## config.mk

```make
export PLATFORM = sky130hd
export DESIGN_NAME = seq_booth_multiplier
export DESIGN_NICKNAME = d
export VERILOG_FILES = /design/src/rtl/booth_pkg.sv /design/src/rtl/booth_step.sv /design/src/rtl/seq_booth_multiplier.sv
export SDC_FILE = /design/constraint.sdc
export NUM_CORES = 1
export LEC_CHECK = 0
export BUFFER_PORTS_ARGS = -buffer_cell sky130_fd_sc_hd__clkbuf_2
export CORE_MARGIN = 2
export CORE_UTILIZATION = 53
export CTS_BUF_LIST = sky130_fd_sc_hd__clkbuf_4
export DETAILED_ROUTE_END_ITERATION = 8
export MAX_ROUTING_LAYER = met4
export PLACE_DENSITY_LB_ADDON = 0.2
export SYNTH_ARGS = -nofsm -noshare
export SYNTH_HDL_FRONTEND = slang
export SYNTH_SLANG_ARGS = --single-unit
```

## constraint.sdc

```tcl
create_clock -name clk -period 3.7 [get_ports clk]
set_input_delay 0.74 -clock clk [delete_from_list [all_inputs] [get_ports clk]]
set_output_delay 0.74 -clock clk [all_outputs]
set_load 0.05 [all_outputs]
```

## src/rtl/booth_pkg.sv

```systemverilog
// rtl/booth_pkg.sv - shared types and helpers for the radix-2 Booth multipliers
package booth_pkg;

  typedef enum logic [1:0] {
    IDLE = 2'd0,
    CALC = 2'd1,
    DONE = 2'd2
  } state_t;

  typedef enum logic [1:0] {
    BOOTH_NOP = 2'd0,
    BOOTH_ADD = 2'd1,
    BOOTH_SUB = 2'd2
  } booth_op_t;

  // Counter must hold WIDTH+1 steps.
  function automatic int cnt_width(input int width);
    return $clog2(width + 2);
  endfunction

  // Radix-2 recode of {q[0], q(-1)}.
  function automatic booth_op_t booth_recode(input logic q0, input logic q_m1);
    case ({q0, q_m1})
      2'b01:   return BOOTH_ADD;
      2'b10:   return BOOTH_SUB;
      default: return BOOTH_NOP;
    endcase
  endfunction

endpackage

```

## src/rtl/booth_step.sv

```systemverilog
// rtl/booth_step.sv - one combinational radix-2 Booth step (add/sub then arithmetic shift)
// Ports:
//   acc       in   WIDTH+2  partial-product accumulator
//   q         in   WIDTH+1  multiplier shift register (extended operand)
//   q_m1      in   1        bit shifted out of q on the previous step
//   a         in   WIDTH+1  extended multiplicand
//   acc_next  out  WIDTH+2  accumulator after the step
//   q_next    out  WIDTH+1  multiplier register after the step
//   q_m1_next out  1        new q(-1)
module booth_step
  import booth_pkg::*;
#(
  parameter int WIDTH = 8
) (
  input  logic [WIDTH+1:0] acc,
  input  logic [WIDTH:0]   q,
  input  logic             q_m1,
  input  logic [WIDTH:0]   a,
  output logic [WIDTH+1:0] acc_next,
  output logic [WIDTH:0]   q_next,
  output logic             q_m1_next
);

  logic [WIDTH+1:0] a_ext;
  logic [WIDTH+1:0] sum;
  booth_op_t        op;

  always_comb begin
    // One extra sign bit so subtracting the most-negative operand cannot overflow.
    a_ext = {a[WIDTH], a};
    op    = booth_recode(q[0], q_m1);
    case (op)
      BOOTH_ADD: sum = acc + a_ext;
      BOOTH_SUB: sum = acc - a_ext;
      default:   sum = acc;
    endcase
    // Arithmetic right shift of {sum, q, q_m1}.
    acc_next  = {sum[WIDTH+1], sum[WIDTH+1:1]};
    q_next    = {sum[0], q[WIDTH:1]};
    q_m1_next = q[0];
  end

endmodule

```

## src/rtl/seq_booth_multiplier.sv

```systemverilog
// rtl/seq_booth_multiplier.sv - sequential radix-2 Booth multiplier with valid/ready handshakes
// Ports:
//   clk        in   1        rising-edge clock
//   rst_n      in   1        asynchronous active-low reset
//   in_valid   in   1        operands and mode valid
//   in_ready   out  1        idle, able to accept operands
//   a          in   WIDTH    multiplicand
//   b          in   WIDTH    multiplier
//   is_signed  in   1        1 = two's-complement operands, 0 = unsigned
//   out_valid  out  1        product valid
//   out_ready  in   1        consumer accepts product
//   product    out  2*WIDTH  exact a*b in the captured mode
//   busy       out  1        operation in progress or result pending
module seq_booth_multiplier
  import booth_pkg::*;
#(
  parameter int WIDTH = 8
) (
  input  logic                 clk,
  input  logic                 rst_n,
  input  logic                 in_valid,
  output logic                 in_ready,
  input  logic [WIDTH-1:0]     a,
  input  logic [WIDTH-1:0]     b,
  input  logic                 is_signed,
  output logic                 out_valid,
  input  logic                 out_ready,
  output logic [2*WIDTH-1:0]   product,
  output logic                 busy
);

  localparam int            CW    = cnt_width(WIDTH);
  localparam logic [CW-1:0] STEPS = CW'(WIDTH + 1);

  state_t           state;
  logic [WIDTH+1:0] acc;
  logic [WIDTH:0]   q;
  logic [WIDTH:0]   m;
  logic             q_m1;
  logic [CW-1:0]    cnt;

  logic [WIDTH+1:0] acc_n;
  logic [WIDTH:0]   q_n;
  logic             q_m1_n;

  booth_step #(.WIDTH(WIDTH)) u_step (
    .acc       (acc),
    .q         (q),
    .q_m1      (q_m1),
    .a         (m),
    .acc_next  (acc_n),
    .q_next    (q_n),
    .q_m1_next (q_m1_n)
  );

  assign in_ready  = (state == IDLE);
  assign busy      = (state != IDLE);
  assign out_valid = (state == DONE);

  always_ff @(posedge clk or negedge rst_n) begin
    if (!rst_n) begin
      state   <= IDLE;
      acc     <= '0;
      q       <= '0;
      m       <= '0;
      q_m1    <= 1'b0;
      cnt     <= '0;
      product <= '0;
    end else begin
      case (state)
        IDLE: begin
          if (in_valid) begin
            // Extending to WIDTH+1 bits lets one signed Booth datapath
            // serve both modes: unsigned operands become non-negative.
            m     <= {is_signed & a[WIDTH-1], a};
            q     <= {is_signed & b[WIDTH-1], b};
            acc   <= '0;
            q_m1  <= 1'b0;
            cnt   <= STEPS;
            state <= CALC;
          end
        end
        CALC: begin
          acc  <= acc_n;
          q    <= q_n;
          q_m1 <= q_m1_n;
          cnt  <= cnt - CW'(1);
          if (cnt == CW'(1)) begin
            // Low 2*WIDTH bits of {acc, q} after the final step.
            product <= {acc_n[WIDTH-2:0], q_n};
            state   <= DONE;
          end
        end
        DONE: begin
          if (out_ready) state <= IDLE;
        end
        default: state <= IDLE;
      endcase
    end
  end

endmodule

```

=== Yosys cells after proc, flatten, opt, wreduce, memory -nomap -nowiden ===
Cells that the tools add are included.

* Add/sub/neg operators: 3
* Equal/unequal tests: 10
* Multiplexer cells: 14
* Bitwise gates (word level): 2
* Reductions and logical operators: 7

{| class="wikitable"
|+ Operators with widths
! cell !! number
|-
| $pmux 10 s2 || 2
|-
| $pmux 9 s2 || 1
|-
| $add 10x10->10 || 1
|-
| $mux 10 || 1
|-
| $sub 10x10->10 || 1
|-
| $mux 9 || 1
|-
| $pmux 4 s2 || 1
|-
| $eq 2x1->1 const B || 3
|-
| $eq 2x2->1 const B || 3
|-
| $mux 2 || 3
|-
| $pmux 2 s3 || 1
|-
| $reduce_and 2->1 || 3
|-
| $eq 4x1->1 const B || 1
|-
| $mux 4 || 1
|-
| $ne 2x2->1 const B || 2
|-
| $pmux 2 s2 || 1
|-
| $reduce_bool 2->1 || 2
|-
| $sub 4x1->4 const B || 1
|-
| $reduce_and 3->1 || 1
|-
| $and 1x1->1 || 2
|-
| $logic_not 2->1 || 1
|-
| $ne 2x1->1 const B || 1
|-
| $pmux 1 s2 || 1
|-
| $mux 1 || 1
|}

* Register bits: 51
* Bits of input ports: 21
* Output and inout port bits: 19
* Logic and storage cells: 43

=== Longest topological paths before layout ===
Gate-level depths: netlist of run 1.

* Word-level depth: 5
* Depth in mapped cells: 12
* Depth with buffers taken out: 11

=== Cells and area by module ===
A second synthesis of run 1 with hierarchy kept.

* Cells, all modules: 301
* Area total of the unflattened synthesis: 2877.8 um^2

{| class="wikitable"
|+ Modules (own cells, without submodules)
! module !! times used !! cells each !! area each (um^2) !! sequential area each (um^2)
|-
| seq_booth_multiplier || 1 || 191 || 2098.3 || 1276.2
|-
| booth_step || 1 || 110 || 779.5 || 0.0
|}

=== Least setup slack after synthesis of run 1 ===
OpenSTA, ideal clock, no wires.

* Kind: register -> register
* Start point: reg q_m1
* End point: reg acc[8]
* Library setup time: 132 ps
* Arrival: 2668 ps
* Data required time: 3568 ps
* Path slack: 900 ps
* Cell stages (with the launch flop): 11
* Path buffers: 1
* Period minus slack after synthesis: 2800 ps
* Cell sequence: dfrtp_1 -> inv_1 -> ha_1 -> clkbuf_1 -> mux2i_1 -> ha_1 -> nor2b_1 -> o31a_1 -> o311a_1 -> a32oi_1 -> or3b_1

* Cells in the longest elaborated chain, start to end: 5
* Elaborated cells on any way between the ends: 7
* Those cells by class: 4 x eq/ne; 3 x mux

{| class="wikitable"
|+ Ends and longest elaborated chain
! what !! RTL line !! text
|-
| start, declared || seq_booth_multiplier.sv:39 || <nowiki>logic q_m1;</nowiki>
|-
| start signal, assigned || seq_booth_multiplier.sv:86 || <nowiki>q_m1 <= q_m1_n;</nowiki>
|-
| $eq 2x2->1 / $eq 2x1->1 (equally long branches) || booth_pkg.sv:23 || <nowiki>case ({q0, q_m1})</nowiki>
|-
| $pmux 2 s2 (*) || booth_pkg.sv:23 ||
|-
| $eq 2x2->1 / $eq 2x1->1 (equally long branches) || booth_step.sv:32 || <nowiki>case (op)</nowiki>
|-
| $pmux 10 s2 (*) || booth_step.sv:32 ||
|-
| $pmux 10 s2 (*) || seq_booth_multiplier.sv:70 || <nowiki>case (state)</nowiki>
|-
| end signal, assigned || seq_booth_multiplier.sv:84 || <nowiki>acc <= acc_n;</nowiki>
|-
| end, declared || seq_booth_multiplier.sv:36 || <nowiki>logic [WIDTH+1:0] acc;</nowiki>
|}

Mark *: on every way between the ends. The rest lies on a longest branch, timed or not.
A chain may end at the register's enable or synchronous reset.

=== Final worst setup path of run 1 ===
* Start point: reg m[3]
* End point: reg acc[8]

* Cells in the longest elaborated chain, start to end: 3
* Elaborated cells on any way between the ends: 4
* Those cells by class: 2 x add/sub; 2 x mux

{| class="wikitable"
|+ Ends and longest elaborated chain
! what !! RTL line !! text
|-
| start, declared || seq_booth_multiplier.sv:38 || <nowiki>logic [WIDTH:0] m;</nowiki>
|-
| start signal, assigned || seq_booth_multiplier.sv:75 || <nowiki>m <= {is_signed & a[WIDTH-1], a};</nowiki>
|-
| $sub 10x10->10 / $add 10x10->10 (equally long branches) || booth_step.sv:34, booth_step.sv:33 ||
|-
| $pmux 10 s2 (*) || booth_step.sv:32 ||
|-
| $pmux 10 s2 (*) || seq_booth_multiplier.sv:70 ||
|}

Marks and branches as above.

==> flow_summary.toml, run 1 <==
[clocking]
post_cts_buffers = 0
clockRootBuffer = "clkbuf_4"
path_clk_slew_ns = 0.15
ctsHtreeMaxLevel = 2
cts_tree = "done"
cts.sinks = 50
ctsResizeCount = 0
numCtsBuffers = 5
clockBufferDepth = 2
clk_latency_ns = 0.37
cts_hold_buf = 0

[global_routing]
grt_pass1_vias = 2080
grt_pass1_wl_um = 9450
grt_max_degree = 31
grt_overflow = 0
groute.usage.overall = 0.223
antenna_found_initial = 0

[sta]
hold_violations = 0
finalSetupTns_ns = 0
rsz0062_at_grt = "no"
fin_crit_ns = 2.89
drv_slew = 0
tightest_slew_ns = 0.842
fmax_mhz = 346
setup_viol = 0
slew_headroom = 0.437
period_share = 0.782
fin_skew_ns = 0.0148

[layout]
final_common_cell = "nand2_1"
syn_to_final_growth_pct = 13.2
diodes = 0
final_nets = 364
final_cell_mix = "nand2_1 (54), dfrtp_1 (50), clkbuf_2 (39), o21ai_0 (23), nor2_1 (19)"
drive_above_1_share = 0.197

[synth]
ys.flop_type = "dfrtp_1"
synthesis.area_sq_um = 2730
ys_warn_count = 0
ys_ff_latch = 50
syn_area_per_cell_sq_um = 9.33
ys_types = 47
postSynth.asyncResetShare = 1.00
synth_edf_count = 0
yosysSeqAreaShare = 0.458
synth.net_count = 328
synth_cells = 293

[placement]
dp_hpwl_um = 4060
place.gp.congestion = 0.823
port_buffers = 39

[critical_path]
start_kind = "flip-flop"
crit_fanout = 6
cp-end-kind = "flip-flop"
crit_required_ns = 3.97
critPathLaunch = "m[3]"
worstPathArrival_ns = 3.16
crit_type = "flip-flop to flip-flop"
r2r_start = "m[3]"

[detailed_routing]
route.detailed.drc = 0
first_pass_iters = 4
met2_length_um = 2790
m1WireLength_um = 2570
drt_iter0_markers = 133
wl_um = 5670
top_layer = "met4"
via_per_inst = 5.56
routedWlPerCell_um = 14.2
met3_length_um = 208
detail-route-antenna-nets = 0
vias = 2225

[die]
ios = 40
core-area_sq_um = 5040
start_util = 0.542
dieArea_sq_um = 5750
die_h_um = 75.8
fp.dieW_um = 75.8
rows = 26

[min_path]
hold_path_class = "input port to async pin"

[run]
max_cap_viol_count = 0

[outcome]
status = "finished, final reports clean"
-- synthesized netlist by cell type, types with 2 or more instances --
cell | instances | area (sq um)
nand2_1 | 54 | 203
dfrtp_1 | 50 | 1250
o21ai_0 | 23 | 115
nor2_1 | 19 | 71.3
clkbuf_1 | 13 | 48.8
ha_1 | 13 | 163
inv_1 | 12 | 45.0
nand3_1 | 12 | 60.1
mux2_2 | 9 | 101
a21oi_1 | 8 | 40.0
a22oi_1 | 8 | 60.1
xnor2_1 | 6 | 52.6
or3_1 | 5 | 31.3
a21o_1 | 4 | 30.0
a31oi_1 | 4 | 25.0
nor3_1 | 4 | 20.0
and2_1 | 3 | 18.8
nand2b_1 | 3 | 18.8
nor4_1 | 3 | 18.8
o31ai_1 | 3 | 22.5
a211oi_1 | 2 | 15.0
a32oi_1 | 2 | 17.5
and3_1 | 2 | 12.5
mux2i_1 | 2 | 20.0
nand4_1 | 2 | 12.5
nor2b_1 | 2 | 12.5
o21a_1 | 2 | 15.0
o31a_1 | 2 | 17.5
or3b_2 | 2 | 17.5
xor2_1 | 2 | 17.5
-- area by class of cell --
cell class | instances | area (sq um)
sequential | 50 | 1250
tap | 70 | 87.6
inverter | 12 | 45.0
timing repair buffer | 43 | 225
fill | 440 | 1950
clock buffer | 5 | 37.5
clock inverter | 3 | 63.8
multi-input combinational | 217 | 1380
-- worst max-delay path, stage by stage, from the launching register on --
cell and delay, ns:
dfrtp_1 0.45, or4_4 0.56, nor2_1 0.14, nor2_1 0.07, xnor2_1 0.15, ha_1 0.25, a21oi_1 0.28, a21boi_0 0.18
o311a_1 0.17, a32oi_1 0.18, or3b_1 0.36
-- cells by family (layout without fill, tap and decap cells) --
kind of cell    count (synthesis)  count (layout)  share of synthesized area
fa+ha+maj                      14              14                     0.0668
buf+inv                        26              63                     0.0362
compound gates                 68              68                      0.171
flops                          50              50                      0.458
mux                            11              11                     0.0444
simple gates                  116             116                      0.198
xor+xnor                        8               8                     0.0256
-- sequential cells by signal, indices dropped and copies added, names as in the netlist --
register  cells
product      16
acc           9
m             9
q             9
cnt           4
state         2
q_m1          1
-- path summary, 6_finish.rpt --
path	slack, ns	cells past startpoint	endpoint
min in group clk	0.48	1	cnt[3]
hold / removal	0.42	1	acc[7]
setup reg to reg	0.81	10	acc[8]
hold reg to reg	0.48	1	cnt[3]
setup / recovery	0.81	10	acc[8]
max in group asynchronous	2.52	2	q_m1
-- stage by stage --
| step | utilization | setup WS, ns | std cells | hold WS, ns | area (sq um) |
|---|---|---|---|---|---|
| floorplan | - | 0.900 | 293 | 0.444 | 2730 |
| global placement | 0.594 | 0.882 | 392 | 0.461 | 2990 |
| detailed placement | 0.594 | 0.824 | 392 | 0.469 | 2990 |
| CTS | 0.614 | 0.794 | 400 | 0.445 | 3090 |
| global route | 0.614 | 0.585 | 400 | 0.462 | 3090 |
| finish | 0.614 | 0.806 | 400 | 0.415 | 3090 |
-- routing by layer --
| metal | up-vias | track usage |
|---|---|---|
| met5 | - | - |
| met4 | 0 | 0.0604 |
| met3 | 7 | 0.0410 |
| met2 | 46 | 0.362 |
| met1 | 1066 | 0.289 |
| li1 | 1106 | - |
Power of run 1 is left out: the tool's default activity adds up to more than one toggle a clock period on the data nets, which glitch-free logic cannot reach.
==> inputs of run 2 (changes only) <==
==> constraint.sdc (replaced) <==
create_clock -name clk -period 2.7 [get_ports clk]
set_input_delay 0.54 -clock clk [delete_from_list [all_inputs] [get_ports clk]]
set_output_delay 0.54 -clock clk [all_outputs]
set_load 0.05 [all_outputs]
==> run 2 against run 1 <==
Net effect:
- the run now ends with negative setup slack left
- utilization is 2.3 points higher
- hold slack worse by 0.38 ns
- via count is 2.7% higher
- fmax is 5.9% higher
- count of clock-buffer cells in the layout stayed put
- flip-flop and latch count unchanged
- wire length is 7.0% higher
- clock skew down 0.0032 ns
- highest routed layer unchanged
==> flow_summary.toml, run 2 (same netlist as run 1, synthesis figures left out) <==
[outcome]
status = "complete, but fails checks"
violations = "negative setup slack"

[sta]
whs_ns = 0.0365
setup_viol = 1
finalSetupTns_ns = -0.0332
drv_slew = 0
fmax_mhz = 366
hold_violations = 0
fin_skew_ns = 0.0116
rsz0062_at_grt = "yes"
fin_crit_ns = 2.73
slew_headroom = 0.470
tightest_slew_ns = 0.793
finalWorstSetupSlack_ns = -0.0332
period_share = 1.01

[placement]
dp_hpwl_um = 4470
placed_area_sq_um = 3080
port_buffers = 39
place.gp.congestion = 0.965

[detailed_routing]
routedWlPerCell_um = 14.6
first_pass_iters = 4
drt_iter0_markers = 126
detail-route-antenna-nets = 0
vias = 2285
via_per_inst = 5.49
route.detailed.drc = 0
wl_um = 6060

[critical_path]
slowest_stage = "dfrtp_1"
crit_required_ns = 2.97
crit_chain = "inv_2 -> ha_2 -> nand2_2 -> o31ai_2 -> xor2_1 -> ha_1 -> a21o_1 -> o311a_1 -> a32oi_1 -> or3b_1"
critPathBufInv = 1
rrSetupSlack_ns = -0.03
crit_fanout = 4
worstPathArrival_ns = 3.00
cp-end-kind = "flip-flop"
crit_type = "flip-flop to flip-flop"
crit_family = "compound AO/OA/AOI/OAI gates"
max_stage_delay_ns = 0.45
start_kind = "flip-flop"

[die]
rows = 26
die_h_um = 75.8
core-area_sq_um = 5040
fp.dieW_um = 75.8
ios = 40
start_util = 0.542
dieArea_sq_um = 5750

[global_routing]
antenna_found_initial = 0
grt_overflow = 0
groute.usage.overall = 0.235
grt_max_degree = 25
grt_pass1_vias = 2256
grt_pass1_wl_um = 10100

[layout]
fin_area_sq_um = 3210
final_cell_mix = "nand2_1 (53), dfrtp_1 (50), clkbuf_2 (39), o21ai_0 (22), buf_4 (20)"
largest_register_ff_count = 16
syn_to_final_growth_pct = 17.3
fillerInstances = 434
seq_area_sq_um = 1250
regMostFlops = "product"
final_nets = 380
drive_above_1_share = 0.275
diodes = 0
multiInputGateArea_sq_um = 1420
final_common_cell = "nand2_1"

[clocking]
clockRootBuffer = "clkbuf_4"
cts_hold_buf = 0
path_clk_slew_ns = 0.15
ctsHtreeMaxLevel = 2
clockBufferDepth = 2
cts.sinks = 50
numCtsBuffers = 5
cts_tree = "done"
clk_latency_ns = 0.37

[min_path]
hold_path_class = "input port to async pin"

[run]
max_cap_viol_count = 0
run 2: cell count changes in the layout (fill, tap and decap cells not counted), moves of 2 or more:
cell	previous run	this run
bufinv_16	2	0
ha_2	0	3
nor2_2	0	2
ha_1	13	10
nor2_1	19	17
clkinv_2	0	2
buf_4	4	20
run 2: per-layer routing:
layer  routed length (um)  global-route usage
met5                    0                   -
met4                   99              0.0819
met3                  179              0.0370
met2                 3110               0.400
met1                 2670               0.283
run 2: layout make-up:
type | count | area share
multi-input cells | 217 | 0.443
flip-flops and latches | 50 | 0.390
repair buffers | 59 | 0.108
well taps | 70 | 0.0273
inverters | 12 | 0.0140
clock buffers | 5 | 0.0117
clock inverters | 3 | 0.00585
run 2: repair_timing:
action | CTS | global route
buffers inserted | 0 | 4
cloned | 0 | 0
pin swaps | 0 | 5
endpoints found under the setup margin | 1 | 8
resized for setup | 3 | 12
run 2: final timing paths:
path,cells after the start,to,start
setup reg to reg,10,acc[8],m[1]
hold reg to reg,1,cnt[3],cnt[3]
hold / removal,1,product[13],rst_n
setup / recovery,10,acc[8],m[1]
min in group clk,2,state[1],out_ready
max in group asynchronous,2,q[3],rst_n
run 2: per-stage QoR:
stage	util	setup slack, ns	std cells
detailed placement	0.611	-0.0371	404
floorplan	-	0.0139	293
finish	0.636	-0.0332	416
global placement	0.611	0.0612	404
CTS	0.625	0.000183	412
global route	0.636	-0.160	416
Power of run 2 is left out for the same reason.
==> inputs of run 3 (changes only) <==
--- a/config.mk
+++ b/config.mk
@@ -7,11 +7,12 @@
 export LEC_CHECK = 0
 export BUFFER_PORTS_ARGS = -buffer_cell sky130_fd_sc_hd__clkbuf_2
 export CORE_MARGIN = 2
-export CORE_UTILIZATION = 53
+export CORE_UTILIZATION = 41
 export CTS_BUF_LIST = sky130_fd_sc_hd__clkbuf_4
 export DETAILED_ROUTE_END_ITERATION = 8
 export MAX_ROUTING_LAYER = met4
 export PLACE_DENSITY_LB_ADDON = 0.2
+export SKIP_LAST_GASP = 1
 export SYNTH_ARGS = -nofsm -noshare
 export SYNTH_HDL_FRONTEND = slang
 export SYNTH_SLANG_ARGS = --single-unit
==> run 3 against run 2 <==
Net effect:
- the run now ends clean
- wire length up 5.5%
- die area grew 28%
- non-clock buffer count increased by 4
- fmax up 2.8%
- highest routed layer unchanged
- cell count is 2.4% higher
- register-to-register slack improved by 0.08 ns
- critical path type unchanged
==> flow_summary.toml, run 3 (same netlist as run 1, synthesis figures left out) <==
[outcome]
status = "finished, final reports clean"

[placement]
port_buffers = 39
placed_cells = 414
place_ws_ns = -0.108
place.gp.congestion = 0.856
dp_hpwl_um = 4540

[layout]
syn_to_final_growth_pct = 20.1
regMostFlops = "product"
final_util = 0.514
diodes = 0
largest_register_ff_count = 16
final_common_cell = "nand2_1"
finalNonFillerCells = 426
final_cell_mix = "nand2_1 (53), dfrtp_1 (49), clkbuf_2 (39), buf_4 (24), o21ai_0 (23)"
final_nets = 384
multiInputGateArea_sq_um = 1460
drive_above_1_share = 0.292
seq_area_sq_um = 1250
fillerInstances = 616

[clocking]
cts_hold_buf = 0
clockBufferDepth = 2
cts.sinks = 50
path_clk_slew_ns = 0.16
numCtsBuffers = 5
clk_latency_ns = 0.38
ctsHtreeMaxLevel = 2
cts_tree = "done"
clockRootBuffer = "clkbuf_4"

[critical_path]
start_kind = "flip-flop"
crit_fanout = 4
crit_chain = "buf_4 -> nor2_4 -> nand2_2 -> o31ai_4 -> xor2_1 -> ha_1 -> a21o_1 -> o311a_1 -> a32oi_1 -> or3b_1"
worstPathArrival_ns = 2.94
crit_required_ns = 2.98
crit_family = "compound AO/OA/AOI/OAI gates"
critPathBufInv = 1
max_stage_delay_ns = 0.42
crit_type = "flip-flop to flip-flop"
cp-end-kind = "flip-flop"
slowest_stage = "dfrtp_1"

[die]
rows = 29
ios = 40
start_util = 0.428
dieArea_sq_um = 7340
die_h_um = 85.7
fp.dieW_um = 85.7
core-area_sq_um = 6390

[global_routing]
grt_max_degree = 51
antenna_found_initial = 0
groute.usage.overall = 0.191
grt_pass1_wl_um = 10700
grt_overflow = 0
grt_pass1_vias = 2265

[sta]
whs_ns = 0.245
fin_skew_ns = 0.0134
drv_slew = 0
period_share = 0.984
fin_crit_ns = 2.66
fmax_mhz = 376
setup_viol = 0
tightest_slew_ns = 0.650
finalWorstSetupSlack_ns = 0.0423
hold_violations = 0
rsz0062_at_grt = "yes"
slew_headroom = 0.566

[detailed_routing]
vias = 2301
wl_um = 6400
detail-route-antenna-nets = 0
routedWlPerCell_um = 15.0
via_per_inst = 5.40
drt_iter0_markers = 124
route.detailed.drc = 0
first_pass_iters = 4

[run]
max_cap_viol_count = 0

[min_path]
hold_path_class = "input port to async pin"
-- run 3: changes by cell type in the layout (fill, tap and decap cells not counted), moves of 2 or more --
| cell | previous run | this run |
|---|---|---|
| ha_2 | 3 | 1 |
| inv_1 | 11 | 9 |
| ha_4 | 0 | 2 |
| inv_2 | 1 | 3 |
| buf_4 | 20 | 24 |
-- run 3: final timing paths --
check	startpoint	to	slack, ns	cells past startpoint
setup / recovery	m[3]	acc[8]	0.04	10
hold / removal	rst_n	product[14]	0.24	2
setup reg to reg	m[3]	acc[8]	0.04	10
hold reg to reg	cnt[3]	cnt[3]	0.49	1
max in group asynchronous	rst_n	m[2]	2.00	2
min in group clk	a[5]	m[5]	0.34	3
-- run 3: cell type report --
class,count,area share
multi-input combinational,217,0.446
sequential,50,0.381
timing repair buffer,63,0.114
tap,77,0.0293
inverter,12,0.0137
clock buffer,5,0.0114
clock inverter,2,0.00419
-- run 3: metal layers --
metal	part of all wire	up-vias	track usage
met5	0	-	-
met1	0.44	1102	0.251
met3	0.043	7	0.0269
met4	0.011	0	0.0563
met2	0.50	53	0.308
li1	-	1139	-
-- run 3: repair_timing --
action,in CTS,in global routing
buffers inserted,5,0
gates cloned,0,0
resized for setup,8,14
pin swaps,4,8
endpoints found under the setup margin,3,6
-- run 3: stage by stage --
stage | setup TNS, ns | cell area (sq um)
after floorplan | 0 | 2740
after CTS | 0 | 3240
after detailed placement | -0.108 | 3110
after global placement | -0.0290 | 3110
after global routing | -0.246 | 3280
final | 0 | 3280
Power of run 3 is left out for the same reason.
